[config.mk]
export PLATFORM = sky130hd
export DESIGN_NAME = fusion_integrator_cal_flat
export DESIGN_NICKNAME = d
export VERILOG_FILES = /design/src/rtl/fusion_integrator_cal_if.sv /design/src/rtl/fusion_integrator_cal.sv /design/src/flat_wrapper.sv
export SDC_FILE = /design/constraint.sdc
export NUM_CORES = 1
export LEC_CHECK = 0
export ABC_AREA = 1
export ABC_CLOCK_PERIOD_IN_PS = 5700
export BUFFER_PORTS_ARGS = -buffer_cell sky130_fd_sc_hd__buf_2
export CAP_MARGIN = 20
export CORE_AREA = 2 2 247 249
export DETAILED_ROUTE_END_ITERATION = 8
export DIE_AREA = 0 0 249 251
export SLEW_MARGIN = 25
export SYNTH_ARGS = -nofsm -noshare
export SYNTH_HDL_FRONTEND = slang
export SYNTH_SLANG_ARGS = --single-unit
export TNS_END_PERCENT = 20
[constraint.sdc]
create_clock -name clk -period 5.7 [get_ports clk]
set_input_delay 0 -clock clk [delete_from_list [all_inputs] [get_ports clk]]
set_output_delay 0 -clock clk [all_outputs]
set_load 0.05 [all_outputs]
[src/rtl/fusion_integrator_cal_if.sv]
// Handshake/data bundle between the inertial front end and fusion_integrator_cal.
// master drives raw readings and requests; slave (the integrator) returns fused angles and status.
interface fusion_integrator_cal_if #(
    parameter int OUT_W = 13
);
    logic                    vld;
    logic                    cal_start;
    logic signed [15:0]      roll_rt;
    logic signed [15:0]      yaw_rt;
    logic signed [15:0]      AY;
    logic signed [15:0]      AZ;
    logic signed [OUT_W-1:0] incline;
    logic signed [OUT_W-1:0] roll;
    logic                    out_vld;
    logic                    cal_busy;
    logic                    cal_done;

    modport master (
        output vld, cal_start, roll_rt, yaw_rt, AY, AZ,
        input  incline, roll, out_vld, cal_busy, cal_done
    );

    modport slave (
        input  vld, cal_start, roll_rt, yaw_rt, AY, AZ,
        output incline, roll, out_vld, cal_busy, cal_done
    );
endinterface

[src/rtl/fusion_integrator_cal.sv]
// Two-axis complementary-filter integrator with runtime gyro-offset calibration; LEAN_ZERO_EN gates incline on large roll.
// Latency: vld seen at edge N -> S1 at N+1 -> integrators and out_vld at N+2; one sample per cycle sustained.
// Backpressure: none; vld is a strobe, samples arriving during calibration feed the offset average only.
module fusion_integrator_cal #(
    parameter int          INT_W        = 24,
    parameter int          OUT_W        = 13,
    parameter int          LEAK         = 1024,
    parameter int          ACC_GAIN     = 327,
    parameter int          ACC_SHIFT    = 13,
    parameter int          CAL_LOG      = 4,
    parameter logic [15:0] DEF_YAW_OFF  = 16'h0054,
    parameter logic [15:0] DEF_ROLL_OFF = 16'h0000,
    parameter int          ROLL_THRES   = 152
) (
    input logic                clk,
    input logic                rst_n,
    fusion_integrator_cal_if.slave bus
);

    localparam int SUM_W = INT_W + 2;
    localparam int CS_W  = 16 + CAL_LOG;
    localparam logic signed [SUM_W-1:0] LEAK_P  = SUM_W'(LEAK);
    localparam logic signed [SUM_W-1:0] SAT_MAX = SUM_W'((longint'(1) <<< (INT_W-1)) - 1);
    localparam logic signed [SUM_W-1:0] SAT_MIN = ~SAT_MAX;
    localparam logic signed [25:0]      GAIN_P  = 26'(ACC_GAIN);
    localparam logic signed [25:0]      GAIN_N  = -GAIN_P;
    localparam logic [OUT_W:0]          THR     = (OUT_W+1)'(ROLL_THRES);

    typedef enum logic {RUN, CAL} state_t;
    state_t state;

    logic                    c_vld, s1_vld;
    logic signed [15:0]      c_roll, c_yaw, c_ay, c_az;
    logic signed [15:0]      s1_roll_raw, s1_yaw_raw;
    logic signed [16:0]      s1_roll_comp, s1_yaw_comp;
    logic signed [25:0]      s1_inc_prod, s1_roll_prod;
    logic signed [15:0]      yaw_off, roll_off;
    logic signed [INT_W-1:0] inc_int, roll_int;
    logic signed [CS_W-1:0]  yaw_sum, roll_sum;
    logic [CAL_LOG-1:0]      cal_cnt;
    logic                    out_vld, cal_done;

    // S1 combinational: accel products and offset-compensated rates
    logic signed [25:0] inc_prod, roll_prod;
    logic signed [16:0] yaw_comp, roll_comp;
    assign inc_prod  = $signed({{10{c_ay[15]}}, c_ay}) * GAIN_N;
    assign roll_prod = $signed({{10{c_az[15]}}, c_az}) * GAIN_P;
    assign yaw_comp  = $signed({c_yaw[15], c_yaw}) - $signed({yaw_off[15], yaw_off});
    assign roll_comp = $signed({c_roll[15], c_roll}) - $signed({roll_off[15], roll_off});

    // S2 combinational: leak direction from accel angle vs current angle, then saturate
    logic signed [OUT_W-1:0] inc_acc, roll_acc, inc_ang, roll_ang;
    logic signed [SUM_W-1:0] inc_nxt, roll_nxt;
    assign inc_acc  = s1_inc_prod[ACC_SHIFT +: OUT_W];
    assign roll_acc = s1_roll_prod[ACC_SHIFT +: OUT_W];
    assign inc_ang  = inc_int[INT_W-1 -: OUT_W];
    assign roll_ang = roll_int[INT_W-1 -: OUT_W];
    assign inc_nxt  = $signed({{2{inc_int[INT_W-1]}}, inc_int})
                    + $signed({{(SUM_W-17){s1_yaw_comp[16]}}, s1_yaw_comp})
                    + ((inc_acc > inc_ang) ? LEAK_P : -LEAK_P);
    assign roll_nxt = $signed({{2{roll_int[INT_W-1]}}, roll_int})
                    + $signed({{(SUM_W-17){s1_roll_comp[16]}}, s1_roll_comp})
                    + ((roll_acc > roll_ang) ? LEAK_P : -LEAK_P);

    function automatic logic signed [INT_W-1:0] sat(input logic signed [SUM_W-1:0] s);
        if (s > SAT_MAX)      return SAT_MAX[INT_W-1:0];
        else if (s < SAT_MIN) return SAT_MIN[INT_W-1:0];
        else                  return s[INT_W-1:0];
    endfunction

    logic signed [CS_W-1:0] yaw_sum_nxt, roll_sum_nxt;
    assign yaw_sum_nxt  = yaw_sum  + $signed({{CAL_LOG{s1_yaw_raw[15]}}, s1_yaw_raw});
    assign roll_sum_nxt = roll_sum + $signed({{CAL_LOG{s1_roll_raw[15]}}, s1_roll_raw});

    always_ff @(posedge clk or negedge rst_n) begin
        if (!rst_n) begin
            c_vld        <= 1'b0;
            c_roll       <= '0;
            c_yaw        <= '0;
            c_ay         <= '0;
            c_az         <= '0;
            s1_vld       <= 1'b0;
            s1_roll_raw  <= '0;
            s1_yaw_raw   <= '0;
            s1_roll_comp <= '0;
            s1_yaw_comp  <= '0;
            s1_inc_prod  <= '0;
            s1_roll_prod <= '0;
        end else begin
            c_vld  <= bus.vld;
            s1_vld <= c_vld;
            if (bus.vld) begin
                c_roll <= bus.roll_rt;
                c_yaw  <= bus.yaw_rt;
                c_ay   <= bus.AY;
                c_az   <= bus.AZ;
            end
            if (c_vld) begin
                s1_roll_raw  <= c_roll;
                s1_yaw_raw   <= c_yaw;
                s1_roll_comp <= roll_comp;
                s1_yaw_comp  <= yaw_comp;
                s1_inc_prod  <= inc_prod;
                s1_roll_prod <= roll_prod;
            end
        end
    end

    always_ff @(posedge clk or negedge rst_n) begin
        if (!rst_n) begin
            state    <= RUN;
            inc_int  <= '0;
            roll_int <= '0;
            yaw_off  <= DEF_YAW_OFF;
            roll_off <= DEF_ROLL_OFF;
            yaw_sum  <= '0;
            roll_sum <= '0;
            cal_cnt  <= '0;
            out_vld  <= 1'b0;
            cal_done <= 1'b0;
        end else begin
            out_vld  <= 1'b0;
            cal_done <= 1'b0;
            case (state)
                RUN: begin
                    if (s1_vld) begin
                        inc_int  <= sat(inc_nxt);
                        roll_int <= sat(roll_nxt);
                        out_vld  <= 1'b1;
                    end
                    if (bus.cal_start) begin
                        state    <= CAL;
                        yaw_sum  <= '0;
                        roll_sum <= '0;
                        cal_cnt  <= '0;
                    end
                end
                CAL: begin
                    // integrators frozen; every sample reaching S2 feeds the average
                    if (s1_vld) begin
                        yaw_sum  <= yaw_sum_nxt;
                        roll_sum <= roll_sum_nxt;
                        cal_cnt  <= cal_cnt + 1'b1;
                        if (&cal_cnt) begin
                            yaw_off  <= yaw_sum_nxt[CAL_LOG +: 16];
                            roll_off <= roll_sum_nxt[CAL_LOG +: 16];
                            inc_int  <= '0;
                            roll_int <= '0;
                            cal_done <= 1'b1;
                            state    <= RUN;
                        end
                    end
                end
                default: state <= RUN;
            endcase
        end
    end

    logic signed [OUT_W-1:0] inc_out, roll_out;
    assign inc_out  = inc_int[INT_W-1 -: OUT_W];
    assign roll_out = roll_int[INT_W-1 -: OUT_W];

`ifdef LEAN_ZERO_EN
    // one extra bit so that |most-negative| is representable
    logic [OUT_W:0] roll_abs;
    assign roll_abs    = roll_out[OUT_W-1] ? -$signed({roll_out[OUT_W-1], roll_out})
                                           : {1'b0, roll_out};
    assign bus.incline = (roll_abs > THR) ? '0 : inc_out;
`else
    assign bus.incline = inc_out;
`endif

    assign bus.roll     = roll_out;
    assign bus.out_vld  = out_vld;
    assign bus.cal_done = cal_done;
    assign bus.cal_busy = (state == CAL);

    logic unused_bits;
    assign unused_bits = ^{s1_inc_prod, s1_roll_prod, yaw_sum_nxt, roll_sum_nxt, THR};

endmodule

[src/flat_wrapper.sv]
// flat-port wrapper written by rule: the top's interface ports become plain ports
module fusion_integrator_cal_flat 
#(
    parameter int          INT_W        = 24,
    parameter int          OUT_W        = 13,
    parameter int          LEAK         = 1024,
    parameter int          ACC_GAIN     = 327,
    parameter int          ACC_SHIFT    = 13,
    parameter int          CAL_LOG      = 4,
    parameter logic [15:0] DEF_YAW_OFF  = 16'h0054,
    parameter logic [15:0] DEF_ROLL_OFF = 16'h0000,
    parameter int          ROLL_THRES   = 152
)
  (clk, rst_n, bus_vld, bus_cal_start, bus_roll_rt, bus_yaw_rt, bus_AY, bus_AZ, bus_incline, bus_roll, bus_out_vld, bus_cal_busy, bus_cal_done);
  fusion_integrator_cal_if #(.OUT_W(OUT_W)) bus_i ();
  input logic clk;
  input logic rst_n;
  input wire logic [$bits(bus_i.vld)-1:0] bus_vld;
  input wire logic [$bits(bus_i.cal_start)-1:0] bus_cal_start;
  input wire logic [$bits(bus_i.roll_rt)-1:0] bus_roll_rt;
  input wire logic [$bits(bus_i.yaw_rt)-1:0] bus_yaw_rt;
  input wire logic [$bits(bus_i.AY)-1:0] bus_AY;
  input wire logic [$bits(bus_i.AZ)-1:0] bus_AZ;
  output wire logic [$bits(bus_i.incline)-1:0] bus_incline;
  output wire logic [$bits(bus_i.roll)-1:0] bus_roll;
  output wire logic [$bits(bus_i.out_vld)-1:0] bus_out_vld;
  output wire logic [$bits(bus_i.cal_busy)-1:0] bus_cal_busy;
  output wire logic [$bits(bus_i.cal_done)-1:0] bus_cal_done;
  assign bus_i.vld = bus_vld;
  assign bus_i.cal_start = bus_cal_start;
  assign bus_i.roll_rt = bus_roll_rt;
  assign bus_i.yaw_rt = bus_yaw_rt;
  assign bus_i.AY = bus_AY;
  assign bus_i.AZ = bus_AZ;
  assign bus_incline = bus_i.incline;
  assign bus_roll = bus_i.roll;
  assign bus_out_vld = bus_i.out_vld;
  assign bus_cal_busy = bus_i.cal_busy;
  assign bus_cal_done = bus_i.cal_done;
  fusion_integrator_cal #(.INT_W(INT_W), .OUT_W(OUT_W), .LEAK(LEAK), .ACC_GAIN(ACC_GAIN), .ACC_SHIFT(ACC_SHIFT), .CAL_LOG(CAL_LOG), .DEF_YAW_OFF(DEF_YAW_OFF), .DEF_ROLL_OFF(DEF_ROLL_OFF), .ROLL_THRES(ROLL_THRES)) u_core (.clk(clk), .rst_n(rst_n), .bus(bus_i));
endmodule
# Word-level counts from Yosys, hierarchy flattened
# Cells that the tools add are included.
# classes
n_shift	0
n_mul	2
order_cmp	6
eq_ne	4
n_div	0
reduce_logical	4
add_sub_neg	9
bitwise_logic	1
mux	29
# ops
cell	n
two-way mux 24 bit	8
case mux 24 bit (2 select lines)	2
case mux 20 bit (2 select lines)	2
two-way mux 20 bit	3
adder 26 bit	2
greater-than comparator 26 x 24 -> 1 bit, second input constant	2
< comparator 26 x 24 -> 1 bit, second input constant	2
multiplier 16 x 10 -> 26 bit, second input constant	2
two-way mux 26 bit	2
adder 24 x 17 -> 25 bit	2
adder 20 x 16 -> 20 bit	2
subtractor 16 x 16 -> 17 bit	2
greater-than comparator 13 bit	2
two-way mux 1 bit	8
two-way mux 4 bit	2
case mux 4 bit (2 select lines)	1
inequality test 2 bit, second input constant	3
AND reduction 6 bit	1
adder 4 x 1 -> 4 bit, second input constant	1
AND reduction 4 bit	1
AND reduction 3 bit	1
inequality test 2 x 1 -> 1 bit, second input constant	1
case mux 1 bit (2 select lines)	1
AND reduction 2 bit	1
inverter 1 bit	1
# totals
elab_cells	77
rom_bits	0
out_inout_bits	29
inputBits	68
memories	0
latchBits	0
ram_bits	0
register_bits	311

# Logic depth before layout (Yosys ltp)
# Gate-level depths: netlist of run 1.
# depth
word_depth	8
ltp_mapped	28
depth_no_buf	28

# Least setup slack after synthesis of run 1
# OpenSTA, ideal clock, no wires.
# synth_timing
path_kind	reg2reg
start	register u_core.c_ay[4]
end	register u_core.s1_inc_prod[24]
slack_ps	1265
setup_time_ps	118
t_arrival_ps	4317
period_less_slack_ps	4435
stages_incl_launch_ff	22
n_path_buf	0
required_ps	5582
path_cell_list	dfrtp_1 -> inv_1 -> ha_1 -> inv_1 -> fa_1 -> inv_1 -> fa_1 -> fa_1 -> fa_1 -> ha_1 -> a21oi_1 -> o21a_1 -> nor2_1 -> nor2_1 -> nand2_1 -> nand3_1 -> nand2_1 -> nand2_1 -> nand2_1 -> or2_2 -> nand3_1 -> nand2_1
# synth_via
elab_chain_len	1
# synth_rtl
element	line	text
start, declared	fusion_integrator_cal.sv:33	logic signed [15:0] c_roll, c_yaw, c_ay, c_az;
start signal, assigned	fusion_integrator_cal.sv:95	c_ay <= bus.AY;
multiplier 16 x 10 -> 26 bit	fusion_integrator_cal.sv:46	assign inc_prod = $signed({{10{c_ay[15]}}, c_ay}) * GAIN_N;
end signal, assigned	fusion_integrator_cal.sv:103	s1_inc_prod <= inc_prod;
end, declared	fusion_integrator_cal.sv:36	logic signed [25:0] s1_inc_prod, s1_roll_prod;
# No other way between the ends.
# A chain may end at the register's enable or synchronous reset.

# Worst setup path after layout of run 1
# Same ends and word-level chain as after synthesis.

==> impl_metrics.yaml, run 1 <==
status:
  status: "finished clean"
grt:
  grt_usage_pct: 20.06
  grt_max_degree: 136
  grt_pass1_vias: 20280
  antenna_found_initial: 0
  grt_pass1_wl_um: 102900
  grt_overflow_total: 0
logic_synthesis:
  synth_edf_count: 0
  yosysSeqAreaShare_pct: 28.69
  synth_area_leaders: "dfrtp_1 (28%), ha_1 (18%), nand2_1 (9.6%), fa_1 (8.9%), inv_1 (6.2%)"
  yosysUniqueCellTypes: 51
  syn_nets: 3561
  yosys.area.top_type_share_pct: 28.37
  syn_avg_cell_area_um2: 8.199
  syn_area_um2: 24880
  yosys_warnings: 0
  synth_seq_cells: 285
  synthCells: 3034
  ys_async_sr_fraction_pct: 100.0
  synth_top_area_cell: "dfrtp_1"
  synth_ff_type: "dfrtp_1"
place:
  placed_area_um2: 25980
  port_buffers: 96
  hpwl_um: 45780
  gp_congestion: 0.9019
floorplanning:
  num_io_pins: 97
  die_h_um: 251
  core-area_um2: 59790
  die_w_um: 249
  die_area_um2: 62500
  core.rowCount: 90
  initial_core_util_pct: 41.60
clock_tree:
  cts.sinks: 285
  cts.clk_slew.worst_paths_ns: 0.06
  cts-root-buf: "clkbuf_16"
  clk_latency_ns: 0.58
  cts_htree_levels: 2
  cts_buffers: 39
  cts_tree: "done"
  clk_path_buf_depth: 3
final_layout:
  design_area_um2: 28450
  synthToLayoutAreaGrowth_pct: 14.36
  multiInputGateArea_um2: 15730
  nNetsFinal: 3729
  layout.filler_cells: 5921
  final_util_pct: 47.57
  seqCellArea_um2: 7137
  drive_gt1_share_pct: 8.509
  n_antenna_cell: 0
route:
  drcViolationCount: 0
  ant_nets: 0
  route.met2.wl_um: 28090
  vias: 20410
  drtIter0Drc: 1180
  via_per_inst: 5.085
  wl_met3_um: 1962
  avgRoutedWirePerCell_um: 15.34
  met1_length_um: 30190
  wl_um: 61560
  top_layer: "met4"
  drt_pass1_iterations: 5
sta:
  worstMarginPinSlew_ns: 0.8878
  fin_setup_tns_ns: 0
  skew_ns: 0.02552
  setup_viol: 0
  timing.fmax_mhz: 209.4
  slew_violations: 0
  fin_crit_sh_pct: 83.77
  post-route-min-period_ns: 4.775
  rsz0062_at_grt: "no"
  hold_viol: 0
  slew_headroom_pct: 40.82
critical_path:
  cp.required_ns: 6.16
  start_kind: "register"
  crit_arrival_ns: 5.24
  critical_path_class: "reg2reg"
  end_kind: "register"
  worst-path-max-fanout: 6
run:
  drv_cap: 0
min_path:
  hold_path.class: "in2async"
worst paths after layout:
check | start | end | slack, ns | cells after the start
max | u_core.c_ay[4] | u_core.s1_inc_prod[24] | 0.92 | 21
min | rst_n | u_core.roll_sum[7] | 0.001 | 2
max reg2reg | u_core.c_ay[4] | u_core.s1_inc_prod[24] | 0.92 | 21
min reg2reg | u_core.roll_sum[6] | u_core.roll_sum[6] | 0.49 | 2
max in group asynchronous | rst_n | u_core.roll_off[15] | 4.28 | 3
min in group clk | bus_AY[1] | u_core.c_ay[1] | 0.16 | 4
cells by family (layout without fill, tap and decap cells):
group	after synthesis	in the layout	share of synthesized area [%]
buffers and inverters	503	701	8.224
AND/OR/NAND/NOR	1078	1078	19.27
XOR/XNOR	116	116	4.084
AO/OA/AOI/OAI	582	582	12.83
flip-flops	285	285	28.69
adder cells (fa/ha/maj)	459	459	26.41
multiplexers	11	11	0.4980
metrics by stage:
| step | worst slack, ns | hold WS (ns) | instances |
|---|---|---|---|
| floorplan | 1.265 | -0.2956 | 3034 |
| global placement | 0.9835 | 0.04605 | 3833 |
| detailed placement | 0.9368 | 0.04905 | 3833 |
| CTS | 0.9033 | 0.02038 | 4014 |
| global route | 0.5925 | 0.07672 | 4014 |
| finish | 0.9249 | 0.001043 | 4014 |
worst max-delay path, cell delays in order (launching register included):
cell and delay [ns]:
dfrtp_1 0.47, inv_1 0.10, ha_1 0.28, inv_1 0.05, fa_1 0.53, inv_1 0.06
fa_1 0.50, fa_1 0.51, fa_1 0.49, ha_1 0.37, a21oi_1 0.25, o21a_1 0.19
nor2_1 0.04, nor2_1 0.07, nand2_1 0.09, nand3_1 0.07, nand2_1 0.07, nand2_1 0.07
nand2_1 0.05, or2_2 0.27, nand3_1 0.06, nand2_1 0.06
cell usage after synthesis, types with 20 or more instances:
cell	count
o21ai_0	246
nand3_1	155
inv_1	412
nand3_2	40
xnor2_1	54
nand2_1	639
buf_4	26
nand4_1	31
nor2_1	122
fa_1	110
clkbuf_1	54
dfrtp_1	282
xor2_1	62
a31oi_1	20
nor3_1	25
a21oi_1	208
ha_1	349
cells in the final DEF, fill, tap and decap left out, types with 8 or more instances in the layout:
cell / n
xor2_1: 62
or2_2: 19
nand4_1: 31
a21oi_1: 208
fa_1: 110
nand2_1: 639
ha_1: 349
nand3_1: 155
nand3b_1: 8
clkbuf_16: 39
o22ai_1: 12
o21ai_1: 13
nor3_1: 25
o21a_1: 12
nand2_2: 15
a31oi_1: 20
inv_1: 411
nand3_2: 40
o211ai_1: 9
buf_2: 94
a21o_1: 16
xnor2_1: 54
buf_4: 11
mux2_2: 11
dfrtp_1: 281
nor4_1: 8
dlygate4sd3_1: 110
nor2_1: 120
a22o_1: 10
o21ai_0: 245
final cells by class:
cell class | count | area share, %
multi-input combinational | 2246 | 55.28
sequential | 285 | 25.09
timing repair buffer | 217 | 5.938
inverter | 413 | 5.458
clock buffer | 49 | 3.739
tap | 782 | 3.439
clock inverter | 22 | 1.060
layer usage:
layer	GRT usage, %	vias to the layer above
met5	0	-
met4	4.641	0
met3	2.775	76
met2	33.17	264
met1	27.89	9660
li1	-	10410
what timing repair did:
item | in CTS | in global routing
hold buffers | 110 | 0
hold endpoints to repair | 149 | 0
resized for setup | 0 | 0
setup buffers | 0 | 0
sequential cells by signal, indices dropped and copies added, names as in the netlist, 17 cells and up:
signal               count
u_core.s1_yaw_comp      17
u_core.roll_int         24
u_core.yaw_sum          20
u_core.s1_roll_comp     17
u_core.roll_sum         20
u_core.inc_int          24
Power of run 1 is left out: the tool's default activity adds up to more than one toggle a clock period on the data nets, which glitch-free logic cannot reach.
==> run 2: changes to the inputs <==
Settings changed: ABC_CLOCK_PERIOD_IN_PS 5700 to 4000.
Clock period 5.7 ns to 4 ns, I/O delays scaled along.
==> run 2 against run 1 <==
  * The flow now finishes with violations (setup timing)
  * Wire length rose by 10%
  * Fmax rose by 10%
  * First-iteration DRC count rose by 4.1%
  * Utilization rose by 6.4 points
  * Via count rose by 8.1%
  * Clock skew rose by 0.0040 ns
  * Sequential share of layout area fell by 2.9 points
  * Global-route usage rose by 1.3 points
  * Largest cell class unchanged
==> impl_metrics.yaml, run 2 (synthesized netlist as in run 1, its figures left out) <==
clock_tree:
  cts-root-buf: "clkbuf_16"
  cts_htree_levels: 2
  cts_tree: "done"
  clk_path_buf_depth: 3
  cts_buffers: 38
  cts.clk_slew.worst_paths_ns: 0.06
  clk_latency_ns: 0.59
  cts.sinks: 285
final_layout:
  largestRegisters: "u_core.inc_int: 24 flops, u_core.roll_int: 24 flops"
  synthToLayoutAreaGrowth_pct: 29.65
  final_cell_mix: "nand2_1 (610), inv_1 (391), buf_4 (295)"
  drive_gt1_share_pct: 23.18
  nNetsFinal: 4026
  final_util_pct: 53.94
  layout_commonest_cell: "nand2_1"
  layout.filler_cells: 5410
critical_path:
  start_kind: "register"
  crit_path_top_delay_cell: "fa_2"
  cp_num_buf_inv: 2
  worst-path-max-fanout: 4
  critical_path_class: "reg2reg"
  end_kind: "register"
  crit_arrival_ns: 4.82
  crit_top_cell: "nand2_1"
  crit_family: "adder cells"
  crit_chain: "ha_1 -> fa_1 -> inv_1 -> fa_1 -> inv_1 -> fa_2 -> fa_2 -> ha_4 -> a21oi_4 -> o21a_1 -> nor2_1 -> nor2_1 -> nand2_1 -> nand3_2 -> nand2_2 -> nand2_1 -> nand2_1 -> or2_4 -> nand3_2 -> nand2_1"
  cp.required_ns: 4.47
  max_stage_delay_ns: 0.54
route:
  avgRoutedWirePerCell_um: 15.73
  drtIter0Drc: 1228
  vias: 22050
  drcViolationCount: 0
  via_per_inst: 5.115
  ant_nets: 0
  wl_um: 67840
  drt_pass1_iterations: 8
floorplanning:
  die_h_um: 251
  core-area_um2: 59790
  core.rowCount: 90
  die_w_um: 249
  die_area_um2: 62500
  num_io_pins: 97
  initial_core_util_pct: 41.60
grt:
  grt_overflow_total: 0
  grt_pass1_wl_um: 110600
  grt_pass1_vias: 22780
  antenna_found_initial: 0
  grt_usage_pct: 21.40
  grt_max_degree: 104
sta:
  setup_viol: 18
  post-route-min-period_ns: 4.342
  timing.fmax_mhz: 230.3
  rsz0062_at_grt: "yes"
  worstMarginPinSlew_ns: 0.8831
  fin_setup_tns_ns: -2.408
  fin_crit_sh_pct: 108.5
  slew_headroom_pct: 41.13
  hold_viol: 0
  skew_ns: 0.02949
  worst_slack_ns: -0.3419
  slew_violations: 0
place:
  port_buffers: 96
  hpwl_um: 51380
  gp_congestion: 0.8850
run:
  drv_cap: 0
min_path:
  hold_path.class: "in2reg"
status:
  status: "complete, but fails checks"
  failed_checks: "setup timing"
run 2: worst register-to-register path, cell delays in order, from the launching register on:
cell     delay (ns)
dfrtp_2        0.44
ha_1           0.35
fa_1           0.52
inv_1          0.05
fa_1           0.48
inv_1          0.05
fa_2           0.54
fa_2           0.45
ha_4           0.19
a21oi_4        0.15
o21a_1         0.18
nor2_1         0.05
nor2_1         0.11
nand2_1        0.10
nand3_2        0.08
nand2_2        0.06
nand2_1        0.06
nand2_1        0.06
or2_4          0.23
nand3_2        0.05
nand2_1        0.05
run 2: worst paths after layout:
kind / start / cells after the start / slack, ns / to
min reg2reg: u_core.s1_inc_prod[13] / 2 / 0.48 / u_core.s1_inc_prod[13]
max: u_core.c_ay[6] / 20 / -0.34 / u_core.s1_inc_prod[24]
max in group asynchronous: rst_n / 3 / 2.95 / u_core.inc_int[11]
max reg2reg: u_core.c_ay[6] / 20 / -0.34 / u_core.s1_inc_prod[24]
min in group asynchronous: rst_n / 2 / 0.06 / u_core.c_ay[1]
min: bus_vld / 2 / 0.02 / u_core.c_roll[9]
run 2: metrics by stage:
step	hold slack, ns	cell area (um^2)	setup slack (ns)	cells
2_1_floorplan	-0.2956	25050	-0.1203	3034
3_3_place_gp	0.1123	28120	-0.4462	4087
3_5_place_dp	0.1083	28120	-0.4681	4087
4_1_cts	0.0006757	31150	-0.3171	4286
5_1_grt	0.03876	32250	-0.5522	4311
6_report	0.02063	32250	-0.3419	4312
run 2: layout make-up:
type | count | area [um^2] | area share, %
multi-input combinational | 2246 | 17150 | 53.19
sequential | 285 | 7151 | 22.17
timing repair buffer | 514 | 4054 | 12.57
inverter | 413 | 1556 | 4.826
clock buffer | 46 | 1021 | 3.166
tap | 782 | 978.4 | 3.034
clock inverter | 24 | 327.8 | 1.016
timing repair inverter | 1 | 7.507 | 0.02328
antenna | 1 | 2.502 | 0.007759
run 2: what timing repair did:
action	4_1_cts	5_1_grt
hold buffers	109	0
buffers inserted	20	22
setup endpoints to repair	71	74
gates cloned	0	4
pin swaps	68	64
hold endpoints to repair	165	0
gates resized for setup	90	186
run 2: routing by layer:
metal	vias to the layer above	track usage (%)	wire [um]
li1	11000	-	-
met1	10560	26.47	29930
met2	371	38.54	33330
met3	128	2.133	2089
met4	0	8.104	2492
met5	-	0	0
Power of run 2 is left out for the same reason.
